**src/rtl/fp_norm_round_if.sv**
```systemverilog
// Handshake and payload bundle for the normalize-and-round stage.
// The slave view is the stage itself; the master view drives it and takes its results.
interface fp_norm_round_if #(
  parameter int unsigned EXP_W  = 5,
  parameter int unsigned FRAC_W = 5
);
  logic                    s_valid;
  logic                    s_ready;
  logic                    s_sign;
  logic [EXP_W-1:0]        s_exp;
  logic [FRAC_W+1:0]       s_sum;
  logic                    s_grd;
  logic                    s_stk;
  logic [2:0]              s_shamt;
  logic                    m_valid;
  logic                    m_ready;
  logic [EXP_W+FRAC_W:0]   m_data;
  logic                    m_ovf;
  logic                    m_uflw;

  modport master (
    output s_valid, s_sign, s_exp, s_sum, s_grd, s_stk, s_shamt, m_ready,
    input  s_ready, m_valid, m_data, m_ovf, m_uflw
  );

  modport slave (
    input  s_valid, s_sign, s_exp, s_sum, s_grd, s_stk, s_shamt, m_ready,
    output s_ready, m_valid, m_data, m_ovf, m_uflw
  );
endinterface

```
**src/rtl/fp_norm_round.sv**
```systemverilog
// Two-stage normalize and round-to-nearest-even stage for the adder datapath.
// Stage 1 normalizes the raw sum; stage 2 rounds, saturates and holds the result under backpressure.
module fp_norm_round #(
  parameter int unsigned EXP_W  = 5,
  parameter int unsigned FRAC_W = 5
) (
  input logic            clk,
  input logic            rst_n,
  fp_norm_round_if.slave bus
);

  localparam int unsigned SigW  = FRAC_W + 1;
  localparam int unsigned ExpIW = EXP_W + 2;
  localparam int unsigned DataW = 1 + EXP_W + FRAC_W;
  localparam logic [2:0]       MaxSh  = 3'(FRAC_W);
  localparam logic [ExpIW-1:0] ExpMax = ExpIW'({EXP_W{1'b1}});

  // Stage 1 next-state
  logic [2:0]       k;
  logic [SigW:0]    shifted;
  logic [SigW-1:0]  n_sig;
  logic [ExpIW-1:0] n_exp;
  logic             n_g, n_s, n_zero, n_flush;

  always_comb begin
    k       = (bus.s_shamt > MaxSh) ? MaxSh : bus.s_shamt;
    shifted = {bus.s_sum[SigW-1:0], bus.s_grd} << k;
    n_sig   = bus.s_sum[SigW-1:0];
    n_g     = bus.s_grd;
    n_s     = bus.s_stk;
    n_exp   = ExpIW'(bus.s_exp);
    n_zero  = 1'b0;
    n_flush = 1'b0;
    if (bus.s_sum[SigW]) begin
      n_sig = bus.s_sum[SigW:1];
      n_g   = bus.s_sum[0];
      n_s   = bus.s_grd | bus.s_stk;
      n_exp = ExpIW'(bus.s_exp) + ExpIW'(1);
    end else if (bus.s_sum[SigW-1:0] == '0 && !bus.s_grd) begin
      n_zero = 1'b1;
    end else begin
      n_sig   = shifted[SigW:1];
      n_g     = shifted[0];
      n_exp   = ExpIW'(bus.s_exp) - ExpIW'(k);
      n_flush = (ExpIW'(bus.s_exp) <= ExpIW'(k));
    end
  end

  // Stage 1 registers
  logic             v1_q, v2_q;
  logic             sign1_q, g1_q, s1_q, zero1_q, flush1_q;
  logic [SigW-1:0]  sig1_q;
  logic [ExpIW-1:0] exp1_q;

  logic s1_adv, s1_load;
  assign s1_adv        = v1_q & (!v2_q | bus.m_ready);
  assign bus.s_ready   = rst_n & (!v1_q | s1_adv);
  assign s1_load       = bus.s_valid & bus.s_ready;

  always_ff @(posedge clk) begin
    if (s1_load) begin
      sign1_q  <= bus.s_sign;
      sig1_q   <= n_sig;
      exp1_q   <= n_exp;
      g1_q     <= n_g;
      s1_q     <= n_s;
      zero1_q  <= n_zero;
      flush1_q <= n_flush;
    end
  end

  // Stage 2 rounding
  logic             inc;
  logic [SigW:0]    rnd;
  logic [SigW-1:0]  r_sig;
  logic [ExpIW-1:0] r_exp;
  logic [DataW-1:0] data_d;
  logic             ovf_d, uflw_d;

  always_comb begin
    inc    = g1_q & (s1_q | sig1_q[0]);
    rnd    = {1'b0, sig1_q} + {{SigW{1'b0}}, inc};
    r_sig  = rnd[SigW-1:0];
    r_exp  = exp1_q;
    if (rnd[SigW]) begin
      r_sig = {1'b1, {FRAC_W{1'b0}}};
      r_exp = exp1_q + ExpIW'(1);
    end
    data_d = {sign1_q, r_exp[EXP_W-1:0], r_sig[FRAC_W-1:0]};
    ovf_d  = 1'b0;
    uflw_d = 1'b0;
    if (zero1_q || flush1_q) begin
      data_d = {sign1_q, {(EXP_W + FRAC_W){1'b0}}};
      uflw_d = flush1_q;
    end else if (r_exp >= ExpMax) begin
      data_d = {sign1_q, {EXP_W{1'b1}}, {FRAC_W{1'b0}}};
      ovf_d  = 1'b1;
    end
  end

  logic [DataW-1:0] data_q;
  logic             ovf_q, uflw_q;

  always_ff @(posedge clk) begin
    if (!rst_n) begin
      v1_q   <= 1'b0;
      v2_q   <= 1'b0;
      data_q <= '0;
      ovf_q  <= 1'b0;
      uflw_q <= 1'b0;
    end else begin
      if (s1_load) begin
        v1_q <= 1'b1;
      end else if (s1_adv) begin
        v1_q <= 1'b0;
      end
      // Output registers only change when a new beat lands, so they hold under backpressure.
      if (s1_adv) begin
        v2_q   <= 1'b1;
        data_q <= data_d;
        ovf_q  <= ovf_d;
        uflw_q <= uflw_d;
      end else if (bus.m_ready) begin
        v2_q <= 1'b0;
      end
    end
  end

  assign bus.m_valid = v2_q;
  assign bus.m_data  = data_q;
  assign bus.m_ovf   = ovf_q;
  assign bus.m_uflw  = uflw_q;

endmodule

```
**src/flat_wrapper.sv**
```systemverilog
// flat-port wrapper written by rule: the top's interface ports become plain ports
module fp_norm_round_flat 
#(
  parameter int unsigned EXP_W  = 5,
  parameter int unsigned FRAC_W = 5
)
  (clk, rst_n, bus_s_valid, bus_s_sign, bus_s_exp, bus_s_sum, bus_s_grd, bus_s_stk, bus_s_shamt, bus_m_ready, bus_s_ready, bus_m_valid, bus_m_data, bus_m_ovf, bus_m_uflw);
  fp_norm_round_if #(.EXP_W(EXP_W), .FRAC_W(FRAC_W)) bus_i ();
  input logic clk;
  input logic rst_n;
  input wire logic [$bits(bus_i.s_valid)-1:0] bus_s_valid;
  input wire logic [$bits(bus_i.s_sign)-1:0] bus_s_sign;
  input wire logic [$bits(bus_i.s_exp)-1:0] bus_s_exp;
  input wire logic [$bits(bus_i.s_sum)-1:0] bus_s_sum;
  input wire logic [$bits(bus_i.s_grd)-1:0] bus_s_grd;
  input wire logic [$bits(bus_i.s_stk)-1:0] bus_s_stk;
  input wire logic [$bits(bus_i.s_shamt)-1:0] bus_s_shamt;
  input wire logic [$bits(bus_i.m_ready)-1:0] bus_m_ready;
  output wire logic [$bits(bus_i.s_ready)-1:0] bus_s_ready;
  output wire logic [$bits(bus_i.m_valid)-1:0] bus_m_valid;
  output wire logic [$bits(bus_i.m_data)-1:0] bus_m_data;
  output wire logic [$bits(bus_i.m_ovf)-1:0] bus_m_ovf;
  output wire logic [$bits(bus_i.m_uflw)-1:0] bus_m_uflw;
  assign bus_i.s_valid = bus_s_valid;
  assign bus_i.s_sign = bus_s_sign;
  assign bus_i.s_exp = bus_s_exp;
  assign bus_i.s_sum = bus_s_sum;
  assign bus_i.s_grd = bus_s_grd;
  assign bus_i.s_stk = bus_s_stk;
  assign bus_i.s_shamt = bus_s_shamt;
  assign bus_i.m_ready = bus_m_ready;
  assign bus_s_ready = bus_i.s_ready;
  assign bus_m_valid = bus_i.m_valid;
  assign bus_m_data = bus_i.m_data;
  assign bus_m_ovf = bus_i.m_ovf;
  assign bus_m_uflw = bus_i.m_uflw;
  fp_norm_round #(.EXP_W(EXP_W), .FRAC_W(FRAC_W)) u_core (.clk(clk), .rst_n(rst_n), .bus(bus_i));
endmodule
```
**config.mk**
```make
export PLATFORM = sky130hd
export DESIGN_NAME = fp_norm_round_flat
export DESIGN_NICKNAME = d
export VERILOG_FILES = /design/src/rtl/fp_norm_round_if.sv /design/src/rtl/fp_norm_round.sv /design/src/flat_wrapper.sv
export SDC_FILE = /design/constraint.sdc
export NUM_CORES = 1
export LEC_CHECK = 0
export CAP_MARGIN = 20
export CELL_PAD_IN_SITES_DETAIL_PLACEMENT = 0
export CELL_PAD_IN_SITES_GLOBAL_PLACEMENT = 2
export CORE_ASPECT_RATIO = 0.9
export CORE_MARGIN = 2
export CORE_UTILIZATION = 32
export DETAILED_ROUTE_END_ITERATION = 12
export PLACE_DENSITY = 0.77
export REMOVE_ABC_BUFFERS = 1
export SETUP_SLACK_MARGIN = 0.1
export SKIP_LAST_GASP = 1
export SYNTH_ARGS = -nofsm -noshare
export SYNTH_HDL_FRONTEND = slang
export SYNTH_SLANG_ARGS = --single-unit
```
**constraint.sdc**
```tcl
create_clock -name clk -period 2.7 [get_ports clk]
set_input_delay 0.54 -clock clk [delete_from_list [all_inputs] [get_ports clk]]
set_output_delay 0.54 -clock clk [all_outputs]
set_load 0.01 [all_outputs]
```
Word-level counts from Yosys, hierarchy flattened

Cells that the tools add are included.

Flip-flop bits (word level): 33
Bits of input ports: 22
Output and inout bits: 15
Logic and storage cells: 58

Add/subtract/negate cells: 4
$lt $le $gt $ge: 3
Shift operators: 1
Muxes and demuxes: 20
Bitwise gates (word level): 8
Reduce and logical (&&, ||, !) cells: 9

Operators by type and width:

| operator                                                                             | count |
|---|---|
| 7-bit two-way mux                                                                    | 3 |
| 10-bit two-way mux                                                                   | 2 |
| 1-bit two-way mux                                                                    | 11 |
| 5-bit two-way mux                                                                    | 2 |
| 6-bit by 1-bit adder with 7-bit output                                               | 1 |
| 7-bit by 1-bit adder with 7-bit output (second input constant)                       | 1 |
| 7-bit by 5-bit greater-or-equal comparator with 1-bit output (second input constant) | 1 |
| 7-bit by 3-bit << shifter with 7-bit output                                          | 1 |
| 5-bit by 1-bit adder with 6-bit output (second input constant)                       | 1 |
| 6-bit zero test                                                                      | 1 |
| 6-bit two-way mux                                                                    | 1 |
| 5-bit by 3-bit subtractor with 6-bit output                                          | 1 |
| 5-bit by 3-bit less-or-equal comparator with 1-bit output                            | 1 |
| 1-bit AND                                                                            | 4 |
| 1-bit bitwise OR                                                                     | 4 |
| 2-bit nonzero test                                                                   | 2 |
| 3-bit greater-than comparator (second input constant)                                | 1 |
| 1-bit zero test                                                                      | 3 |
| 3-bit two-way mux                                                                    | 1 |
| 2-bit OR reduction                                                                   | 1 |
| 1-bit logical AND                                                                    | 1 |
| 1-bit logical OR                                                                     | 1 |

Longest topological paths before layout

Gate-level depths: netlist of the first run.

Word-level depth: 7
Gate-level depth with buffers: 9
Depth with buffers taken out: 8

Least setup slack after synthesis of the first run

Ideal clock, no wire load.

Path kind: input port to flip-flop
From: in bus_s_shamt[0]
To: reg u_core.exp1_q[4] (data pin)
Library setup time: 0.270 ns
Arrival: 1.914 ns
Required time: 2.430 ns
Setup slack: 0.516 ns
Stages on the path: 8
Buffers on the path: 1
Cells stage by stage: buf_6 -> a21oi_2 -> inv_1 -> ha_1 -> fa_1 -> nor2b_1 -> o41ai_2 -> xor2_1

Cells in the longest elaborated chain, start to end: 5

RTL lines:

| element                                       | line                | text |
|---|---|---|
| start: declaration                            | flat_wrapper.sv:17  | `input wire logic [$bits(bus_i.s_shamt)-1:0] bus_s_shamt;` |
| 3-bit greater-than comparator                 | fp_norm_round.sv:26 | `k = (bus.s_shamt > MaxSh) ? MaxSh : bus.s_shamt;` |
| 3-bit two-way mux *                           | fp_norm_round.sv:26 |  |
| 5-bit by 3-bit subtractor with 6-bit output * | fp_norm_round.sv:44 | `n_exp = ExpIW'(bus.s_exp) - ExpIW'(k);` |
| 7-bit two-way mux *                           | fp_norm_round.sv:39 | `end else if (bus.s_sum[SigW-1:0] == '0 && !bus.s_grd) begin` |
| 7-bit two-way mux *                           | fp_norm_round.sv:34 | `if (bus.s_sum[SigW]) begin` |
| via u_core.n_exp[4]                           | fp_norm_round.sv:22 | `logic [ExpIW-1:0] n_exp;` |
| end signal: assignment                        | fp_norm_round.sv:64 | `exp1_q <= n_exp;` |
| end: declaration                              | fp_norm_round.sv:53 | `logic [ExpIW-1:0] exp1_q;` |

Mark *: on every way through the listed nets, which the timed path passes. The rest lies on a longest branch.
A chain may end at the register's enable or synchronous reset.

Worst setup path in the final report of the first run

From: in bus_m_ready
To: out bus_s_ready

Cells in the longest elaborated chain, start to end: 4

RTL lines:

| element            | line                | text |
|---|---|---|
| start: declaration | flat_wrapper.sv:18  | `input wire logic [$bits(bus_i.m_ready)-1:0] bus_m_ready;` |
| 1-bit bitwise OR   | fp_norm_round.sv:56 | `assign s1_adv = v1_q & (!v2_q \| bus.m_ready);` |
| 1-bit AND          | fp_norm_round.sv:56 |  |
| 1-bit bitwise OR   | fp_norm_round.sv:57 | `assign bus.s_ready = rst_n & (!v1_q \| s1_adv);` |
| 1-bit AND          | fp_norm_round.sv:57 |  |
| end: declaration   | flat_wrapper.sv:19  | `output wire logic [$bits(bus_i.s_ready)-1:0] bus_s_ready;` |

No other way between the ends.

==> impl_metrics.ini, run 1 <==
[sta]
hold_violations = 0
final.setup_skew_ns = 0.00947
timing.fmax_mhz = 408
period_needed_ns = 2.45
worstMarginPinSlew_ns = 0.430
whs_ns = 0.480
maxSlewViolCount = 0
period_share = 0.907
slew_headroom = 0.705
tns_ns = 0
setup_viol = 0
rsz0062_at_grt = no

[synthesis]
synth-edff-count = 18
seq_area_frac_synth = 0.425
netlist_top_cells_count = 29 x nand2_1, 18 x edfxtp_1, 15 x dfxtp_1, 10 x nand3_1
synth_top_area_frac = 0.273
ys_ff_latch = 33
synthArstFlopShare = 0
synth-main-ff-cell = edfxtp_1
netlist.top_cell.by_area = edfxtp_1
ys_warn_count = 0
syn_avg_cell_area_um2 = 9.74
synth_cell_types = 50
synth_cells = 203
synth_area_leaders = edfxtp_1 27%, dfxtp_1 15%, nand2_1 5.5%
netlist_area_um2 = 1980
synth.most_common_cell = nand2_1

[run_status]
outcome = finished clean

[global_routing]
grt_pass1_wl_um = 6960
grt_max_degree = 22
track_usage = 0.127
grt_pass1_vias = 1512
overflow = 0
antenna_found_initial = 0

[setup_path]
arrival_ns = 1.91
crit_path_end_kind = output port
critPathSlowestCell = clkdlybuf4s50_1
slowest_delay_ns = 0.50
cp_data_required_time_ns = 2.16
critPathTopFamily = buffers and inverters
crit_type = in -> out
crit_fanout = 5
path_buf_inv = 2
cp_common_cell = clkdlybuf4s50_1
start_kind = input pin
worstPathCellList = clkdlybuf4s50_1 -> nor2b_1 -> a21boi_0 -> clkdlybuf4s50_1

[clock_tree]
cts_tree = built
postCtsHoldBufs = 0
clkTransAtPathRegs_ns = 0.07
htreeDepth = 2
cts.sinks = 33
cts_setup_buffers = 0
cts-root-buf = clkbuf_8
cts_buffers = 5
ctsResizeCount = 0
clock_latency_ns = 0.28
clk_path_buf_depth = 2

[layout]
drive_gt1_frac = 0.116
fin_util = 0.423
syn_to_final_growth_pct = 29.3
diodes = 0
final_area_um2 = 2560
final_cells = 322
nets = 279
n_fill_cell = 619

[floorplan]
initial_core_util = 0.327
die_x_um = 86.9
die_h_um = 78.6
ios = 37
fp.dieArea_um2 = 6820
rows = 27
core_area_um2 = 6050

[place]
hpwl_um = 3190
dp.cells = 314
port_buffers = 36
place_area_um2 = 2470
place_congestion = 0.759

[power]
p_leak_nw = 0.991
switchingPower_uw = 298
combPwrFrac = 0.189
clkPwrFrac = 0.311
p_int_uw = 844
peakVddDrop_mv = 0.170
p_seq_frac = 0.500
power.density_nw_per_um2 = 447
swShare = 0.261

[drt]
ant_nets = 0
routedWlPerCell_um = 12.6
viasPerCell = 4.86
drt-total-wl_um = 4050
drc_errors = 0
dr.pass1.iters = 4
vias = 1564
drt_iter0_drc = 24

[job]
drv_cap = 0

[worst_hold_path]
min_path_type = reg -> reg
-- power groups by stage --
stage / clock network, mW / logic [mW] / registers (mW)
floorplan: 0 / 0.112 / 0.582
global placement: 0 / 0.217 / 0.582
detailed placement: 0 / 0.217 / 0.582
CTS: 0.372 / 0.218 / 0.571
global route: 0.393 / 0.242 / 0.573
finish: 0.355 / 0.216 / 0.571
-- per-layer routing --
layer	vias to the layer above	GRT usage	routed length [um]
met1	697	0.159	2020
met2	34	0.211	1820
met5	-	0	0
li1	831	-	-
met4	0	0.0375	25
met3	2	0.0336	180
-- sequential cells by signal (all words and copies together) (netlist names) --
| signal | count |
|---|---|
| u_core.g1_q | 1 |
| u_core.bus.m_data | 11 |
| u_core.bus.m_uflw | 1 |
| u_core.exp1_q | 7 |
| u_core.sig1_q | 6 |
| u_core.flush1_q | 1 |
| u_core.s1_q | 1 |
| u_core.bus.m_valid | 1 |
| u_core.bus.m_ovf | 1 |
| u_core.zero1_q | 1 |
| u_core.sign1_q | 1 |
| u_core.v1_q | 1 |
-- cell usage in the layout, fill, tap and decap left out, types with 2 or more instances in the layout --
master | synthesis | layout
edfxtp_1 | 18 | 18
clkinv_2 | 0 | 2
nor2b_1 | 8 | 8
nand2b_1 | 4 | 4
a22o_1 | 6 | 6
xnor2_1 | 8 | 8
nand3b_1 | 2 | 2
a21oi_1 | 7 | 7
mux2i_1 | 7 | 7
nor3_1 | 5 | 5
or3_1 | 2 | 2
ha_1 | 7 | 7
nor4_1 | 2 | 2
a211oi_1 | 3 | 3
nand4_1 | 2 | 2
clkdlybuf4s50_1 | 0 | 36
o21bai_1 | 2 | 2
o21a_1 | 3 | 3
dfxtp_1 | 15 | 15
xor2_1 | 4 | 4
buf_4 | 0 | 11
and3_1 | 5 | 5
o21ai_0 | 8 | 8
clkbuf_8 | 0 | 5
nand3_1 | 10 | 10
nor4b_1 | 2 | 2
inv_1 | 7 | 7
nor2_1 | 8 | 8
nand2_1 | 29 | 29
-- final cells by class --
class	count	area [um^2]	share of cell area
clock inverters	3	17.5	0.00685
inverters	7	26.3	0.0103
flip-flops and latches	33	841	0.329
clock buffers	5	68.8	0.0269
repair buffers	47	443	0.173
well taps	72	90.1	0.0352
multi-input cells	155	1070	0.419
-- cell families (layout without fill, tap and decap cells) --
kind of cell               after synthesis  after routing  synth area share
and+or+nand+nor                         86             86             0.237
AOI/OAI and AO/OA                       41             41             0.154
DFF                                     33             33             0.425
buffers and inverters                   15             62            0.0335
xor gates and xnor gates                12             12            0.0532
adders and majority gates                8              8            0.0544
muxes                                    8              8            0.0430
-- through the flow --
step	worst slack, ns	power, mW
2_1_floorplan	0.614	0.694
3_3_place_gp	0.188	0.799
3_5_place_dp	0.158	0.799
4_1_cts	0.250	1.16
5_1_grt	0.184	1.21
6_report	0.252	1.14
-- path summary, 6_finish.rpt --
kind | slack, ns | cells after the start | from | end
max | 0.25 | 4 | bus_m_ready | bus_s_ready
min | 0.48 | 1 | u_core.bus.m_ovf | u_core.bus.m_ovf
max reg2reg | 0.60 | 8 | u_core.sig1_q[0] | u_core.bus.m_data[9]
min reg2reg | 0.48 | 1 | u_core.bus.m_ovf | u_core.bus.m_ovf
Power figures use the tool's default switching activity.
==> run 2, diff against run 1 <==
CTS_BUF_LIST = sky130_fd_sc_hd__clkbuf_16   (was not set)
==> impl_metrics.ini, run 2 (synthesis results as in run 1) <==
[setup_path]
rr_worst_depth = 8
reg2reg_from = u_core.sig1_q[0]
crit_fanout = 5
path_buf_inv = 2
critPathSlowestCell = clkdlybuf4s50_1
cp_common_cell = clkdlybuf4s50_1
r2r-end = u_core.bus.m_data[9]
crit_path_end_kind = output port
start_kind = input pin
crit_type = in -> out
cp_data_required_time_ns = 2.16
critPathTopFamily = buffers and inverters
worstPathCellList = clkdlybuf4s50_1 -> nor2b_1 -> a21boi_0 -> clkdlybuf4s50_1
arrival_ns = 1.90
r2r_slack_ns = 0.61
slowest_delay_ns = 0.50

[layout]
syn_to_final_growth_pct = 32.2
nets = 279
diodes = 0
layout_commonest_cell = clkdlybuf4s50_1
drive_gt1_frac = 0.116
n_fill_cell = 608
final_cell_mix = 36 x clkdlybuf4s50_1, 29 x nand2_1, 18 x edfxtp_1
largest_reg_flops = 11

[power]
power.density_nw_per_um2 = 505
p_leak_nw = 1.02
peakVddDrop_mv = 0.228

[sta]
hold_violations = 0
period_needed_ns = 2.44
worst_slack_ns = 0.256
tns_ns = 0
slew_headroom = 0.713
final.setup_skew_ns = 0.00452
rsz0062_at_grt = no
period_share = 0.905
timing.fmax_mhz = 409
setup_viol = 0
worstMarginPinSlew_ns = 0.419
maxSlewViolCount = 0

[drt]
drc_errors = 0
viasPerCell = 4.82
drt-total-wl_um = 4020
drt_iter0_drc = 29
ant_nets = 0
dr.pass1.iters = 4
routedWlPerCell_um = 12.5
vias = 1553

[clock_tree]
postCtsHoldBufs = 0
clock_latency_ns = 0.27
cts_setup_buffers = 0
cts-root-buf = clkbuf_16
htreeDepth = 2
clkTransAtPathRegs_ns = 0.05
cts_buffers = 5
cts.sinks = 33
clk_path_buf_depth = 2
ctsResizeCount = 0
cts_tree = built

[run_status]
outcome = finished clean

[global_routing]
grt_max_degree = 22
grt_pass1_vias = 1506
overflow = 0
track_usage = 0.126
grt_pass1_wl_um = 6930
antenna_found_initial = 0

[floorplan]
core_area_um2 = 6050
rows = 27
die_x_um = 86.9
fp.dieArea_um2 = 6820
ios = 37
initial_core_util = 0.327
die_h_um = 78.6

[worst_hold_path]
hold_path.startpoint = u_core.bus.m_data[3]
whs_path_depth = 1
min_path_type = reg -> reg
worst_hold_path.endpoint = u_core.bus.m_data[3]

[place]
place_congestion = 0.759
hpwl_um = 3190
port_buffers = 36
place_worst_setup_slack_ns = 0.158

[job]
drv_cap = 0
==> run 2: area by class of cell <==
| class | instances | area, um^2 | share of cell area |
|---|---|---|---|
| multi-input combinational | 155 | 1070 | 0.409 |
| sequential | 33 | 841 | 0.322 |
| timing repair buffer | 47 | 443 | 0.170 |
| clock buffer | 5 | 125 | 0.0479 |
| tap | 72 | 90.1 | 0.0345 |
| inverter | 7 | 26.3 | 0.0101 |
| clock inverter | 3 | 17.5 | 0.00670 |
==> run 2: stage by stage <==
stage	std cells	total power, mW	hold WS (ns)	instance area, um^2	util
after detailed placement	314	0.799	0.470	2470	0.408
after global routing	322	1.39	0.507	2610	0.432
after global placement	314	0.799	0.462	2470	0.408
after CTS	322	1.34	0.484	2610	0.432
after floorplan	195	0.694	0.475	1940	-
final	322	1.32	0.476	2610	0.432
==> run 2: power by group <==
| part | internal (mW) | leakage (nW) | total [mW] | switching, mW |
|---|---|---|---|---|
| clock network | 0.337 | 0.0696 | 0.532 | 0.195 |
| registers | 0.556 | 0.298 | 0.572 | 0.0155 |
| logic | 0.111 | 0.649 | 0.215 | 0.104 |
==> run 2: worst max path at each step <==
stage / slack (ns) / endpoint / depth (start not counted) / from
final: 0.26 / bus_s_ready / 4 / bus_m_ready
after global routing: 0.18 / bus_s_ready / 4 / bus_m_ready
after CTS: 0.25 / bus_s_ready / 4 / bus_m_ready
after detailed placement: 0.16 / u_core.flush1_q / 8 / bus_s_shamt[2]
after global placement: 0.19 / u_core.flush1_q / 8 / bus_s_shamt[2]
after floorplan: 0.61 / u_core.exp1_q[4] / 7 / bus_s_shamt[2]
==> run 2: routing by layer <==
layer / up-vias / part of all wire / track usage
li1: 833 / - / -
met4: 0 / 0.010 / 0.0375
met3: 5 / 0.044 / 0.0305
met1: 680 / 0.51 / 0.161
met2: 35 / 0.44 / 0.208
met5: - / 0 / 0
==> edit 1, RTL diff (config.mk and constraints of run 2) <==
`FRAC_W` is set to 5 in 3 places; all go to 10.
--- a/src/rtl/fp_norm_round_if.sv
+++ b/src/rtl/fp_norm_round_if.sv
@@ -3,5 +3,5 @@
 interface fp_norm_round_if #(
   parameter int unsigned EXP_W  = 5,
-  parameter int unsigned FRAC_W = 5
+  parameter int unsigned FRAC_W = 10
 );
   logic                    s_valid;
--- a/src/rtl/fp_norm_round.sv
+++ b/src/rtl/fp_norm_round.sv
@@ -3,5 +3,5 @@
 module fp_norm_round #(
   parameter int unsigned EXP_W  = 5,
-  parameter int unsigned FRAC_W = 5
+  parameter int unsigned FRAC_W = 10
 ) (
   input logic            clk,
--- a/src/flat_wrapper.sv
+++ b/src/flat_wrapper.sv
@@ -3,5 +3,5 @@
 #(
   parameter int unsigned EXP_W  = 5,
-  parameter int unsigned FRAC_W = 5
+  parameter int unsigned FRAC_W = 10
 )
   (clk, rst_n, bus_s_valid, bus_s_sign, bus_s_exp, bus_s_sum, bus_s_grd, bus_s_stk, bus_s_shamt, bus_m_ready, bus_s_ready, bus_m_valid, bus_m_data, bus_m_ovf, bus_m_uflw);
Interface: changed (resized bus_m_data and bus_s_sum); port bits go from 37 to 47. No check against the original RTL was run, so the function may have changed too.
==> edit 1 against run 2 <==
- area after synthesis rose by 27%
- maximum frequency fell by 0.11%
- worst setup slack got worse by 0.0026 ns
- synthesized cell count rose by 21%
- sequential cell count grew 10
- final area increased by 25%
- total power is 25% higher
- sequential share of layout area grew 1.3 points
- wire length grew 26%
- largest cell class unchanged
==> edit 1: results (changes against run 2) <==
Seq_cells - 43 (+30%)
CP Max Fanout - 4 (-1)
Routed length per placed instance - 12.98 µm (+4.0%)
Reg2Reg Depth - 7 (-1)
RePlAce Congestion - 0.7564 (-0.37%)
Status - completed
Worst Hold Slack - 0.4461 ns (-0.02961 ns)
Clock buf/inv share - 5.035% (-0.43 points)
Placed Cells - 382 (+22%)
Post-synth EDFFs - 23 (+5)
Worst hold start - u_core.bus.m_data[2]
Multi-input gate area - 1356 µm² (+27%)
Seq. cell area - 1091 µm² (+30%)
Clock skew - 0.005779 ns (+0.001263 ns)
Syn avg cell area - 10.21 µm² (+4.8%)
First-pass GRT wire length - 8673 µm (+25%)
Largest net degree at the start of global routing - 31 (+41%)
Adder-Cell Fraction of Synth Area - 4.285% (-1.2 points)
Area contributors post-synth - edfxtp_1 28%, dfxtp_1 16%, mux2i_1 6.4%
Synth cell count leaders - 33 x nand2_1, 27 x o21ai_0, 23 x edfxtp_1, 20 x dfxtp_1, 16 x mux2i_1
XOR/XNOR Fraction of Synth Area - 5.232% (-0.085 points)
Leakage - 0.001240 µW (+22%)
Plain + repair buffers - 52 (+11%)
Vias in the first global route - 1,811 (+20%)
Post-synthesis sequential area ratio - 43.45% (+0.92 points)
Critical Path Max Stage Delay - 0.58 ns (+0.08 ns)
==> edit 1: stage by stage <==
stage	instance area [µm²]	utilization, %	worst slack (ns)
2_1_floorplan	2459	-	-0.1141
3_3_place_gp	3084	40.68	0.01259
3_5_place_dp	3084	40.68	-0.03986
4_1_cts	3248	42.84	0.2413
5_1_grt	3256	42.94	0.1353
6_report	3256	42.94	0.2531
==> edit 1: logic make-up (layout without fill, tap and decap cells) <==
family          count (synthesis)  count (layout)
compound gates                 60              60
xor+xnor                       15              15
fa+ha+maj                       8               8
buf+inv                        17              65
flops                          43              43
mux                            17              17
other cells                     1               1
simple gates                   85              85
==> edit 1: per-layer routing <==
layer	GRT usage (%)	wire length [µm]	vias to the layer above
met1	17.75	2670	840
li1	-	-	996
met2	19.00	2153	34
met4	4.167	71	0
met5	0	0	-
met3	1.836	169	6
==> edit 1: report_power, final <==
group	switching (µW)	total, µW	internal (µW)
registers	21.9	744	722
logic	114	234	120
clock network	234	665	431
total	370	1640	1270
==> edit 2, RTL diff (settings of run 2) <==
Made on the original files. Reset style: asynchronous (`rst_n`), changed in one clocked block.
--- a/src/rtl/fp_norm_round.sv
+++ b/src/rtl/fp_norm_round.sv
@@ -102,5 +102,5 @@
   logic             ovf_q, uflw_q;
 
-  always_ff @(posedge clk) begin
+  always_ff @(posedge clk or negedge rst_n) begin
     if (!rst_n) begin
       v1_q   <= 1'b0;
Formal check against the unedited RTL: differs if rst_n is asserted again (counterexample within 4 cycles, from zero or initial values and one cycle with rst_n low); with rst_n held inactive, the same outputs for 10 cycles.
==> edit 2 against run 2 <==
- worst setup slack better by 0.0073 ns
- total power is 10% higher
- critical path type unchanged
- largest cell class unchanged
- highest routed layer unchanged
- wire length is 1.7% lower
- clock power is 2% lower
- sequential cell count stayed put
- first-iteration DRC count is 34% higher
- final area is 2.2% higher
- critical path depth stayed put
- area after synthesis is 1.8% higher
==> edit 2: results (changes against run 2) <==
First-pass DRT Iterations - 4 (unchanged)
# port buffers - 36 (unchanged)
Asr flop ratio synth - 45.45% (+45 points)
Worst hold start - u_core.bus.m_data[8]
R2r startpoint - u_core.sig1_q[0]
Reg2Reg Depth - 8 (unchanged)
Worst hold path class - register to register
Hold path endpoint - u_core.bus.m_data[8]
Final net count - 263 (-5.7%)
Antenna violations before repair - 0 (unchanged)
Largest register FFs - 11 (unchanged)
Synth cell count leaders - 18 x edfxtp_1, 17 x nand2_1, 15 x dfrtp_1, 10 x mux2i_1
Post-cts sizing count - 0 (unchanged)
Syn Inst Count - 187 (-7.9%)
WHS Path Cells - 1 (unchanged)
Critical path's slowest cell - clkdlybuf4s50_1
FILL cells - 577 (-5.1%)
Critical Path Max Stage Delay - 0.59 ns (+0.09 ns)
Placed Cells - 313 (-0.32%)
Via count - 1,546 (-0.45%)
RR Endpoint - u_core.bus.m_data[0]
Synth cell types - 48 (-4.0%)
Routed length per placed instance - 12.31 µm (-1.4%)
Post-synthesis sequential area ratio - 45.52% (+3.0 points)
Post-CTS Setup Inserts - 0 (unchanged)
Htree depth - 2 (unchanged)
Starting DRC count in detailed routing - 39 (+34%)
First-pass GRT wire length - 6824 µm (-1.6%)
CP arrival - 1.90 ns (about the same)
Clock skew - 0.003258 ns (-0.001258 ns)
Reg clk slew, reported paths - 0.05 ns (about the same)
Vias/cell - 4.816 (-0.14%)
RePlAce Congestion - 0.7952 (+4.7%)
Worst Hold Slack - 0.4713 ns (-0.004410 ns)
Largest net degree at the start of global routing - 20 (-9.1%)
Worst VDD drop - 0.0001957 V (-14%)
Number of CTS-inserted buffers - 5 (unchanged)
Status - completed
Clk_lat worst skew - 0.28 ns
Synth warnings - 0 (unchanged)
Clock Tree Buf Depth - 2 (unchanged)
Clock root buffer - clkbuf_16
Placed cell area - 2530 µm² (+2.4%)
Inserted Diodes - 0 (unchanged)
Share of post-route cells with drive strength above 1 - 12.82% (+1.2 points)
Area contributors post-synth - edfxtp_1 27%, dfrtp_1 19%, mux2i_1 5.0%
Vias in the first global route - 1,476 (-2.0%)
Worst Tran Pin Value - 0.4315 ns (+0.01231 ns)
Critical Path Start - bus_m_ready
Ys flop type - edfxtp_1
Placed wire-length estimate - 3198 µm (+0.18%)
CP Max Fanout - 4 (-1)
Post-synth EDFFs - 18 (unchanged)
Leakage - 0.001086 µW (+6.8%)
FF-to-FF setup slack - 0.36 ns (-0.25 ns)
Overall Global Routing Usage - 12.73% (+0.14 points)
edit 2: cell count changes in the layout (fill, tap and decap cells not counted), sizes merged, moves of 4 or more:
cell,delta
a21o,+5
a22o,-4
a32o,+4
dfrtp,+15
dfxtp,-15
mux2,+4
nand2,-12
nand3,-6
nor2b,-6
edit 2: power by group:
group / total, µW / leakage [µW] / internal [µW] / switching (µW)
combinational: 310 / 0.000646 / 173 / 137
clock: 524 / 0.0000748 / 333 / 190
sequential: 618 / 0.000365 / 587 / 30.2
total: 1450 / 0.00109 / 1090 / 357
edit 2: per-stage QoR:
| step | util [%] | setup WS [ns] |
|---|---|---|
| after floorplan | - | 0.5877 |
| after global placement | 41.38 | 0.1516 |
| after detailed placement | 41.38 | 0.09987 |
| after CTS | 43.65 | 0.2403 |
| after global routing | 43.65 | 0.1921 |
| final | 43.65 | 0.2630 |
edit 2: worst max path at each step:
stage                            end  slack [ns]  cells after the start
floorplan           u_core.exp1_q[4]        0.59                      8
global placement    u_core.exp1_q[4]        0.15                      9
CTS                      bus_s_ready        0.24                      3
finish                   bus_s_ready        0.26                      4
global route             bus_s_ready        0.19                      4
detailed placement  u_core.exp1_q[4]         0.1                      9
edit 2: layout make-up:
type | count | area (µm²) | area share [%]
inverter | 8 | 30.03 | 1.125
clock inverter | 3 | 13.76 | 0.5157
tap | 87 | 108.9 | 4.079
sequential | 33 | 915.9 | 34.32
clock buffer | 5 | 125.1 | 4.688
timing repair buffer | 46 | 435.4 | 16.32
multi-input combinational | 139 | 1040 | 38.96
edit 2: worst max-delay path: cells and delay by family:
kind | cells | cell delay [ns]
buffers and inverters | 2 | 1.04
AO/OA/AOI/OAI | 1 | 0.25
AND/OR/NAND/NOR | 1 | 0.06
edit 2: routing by layer:
layer | global-route usage [%] | wire length [µm] | up-vias
met3 | 2.911 | 206 | 6
li1 | - | - | 789
met4 | 5.077 | 71 | 0
met1 | 17.00 | 1899 | 709
met2 | 19.85 | 1776 | 42
met5 | 0 | 0 | -
edit 2: kinds of logic after synthesis:
family | share of synthesized area (%)
flops | 45.52
fa+ha+maj | 5.348
buf+inv | 2.799
simple gates | 15.49
mux | 7.774
compound gates | 17.85
xor+xnor | 5.224
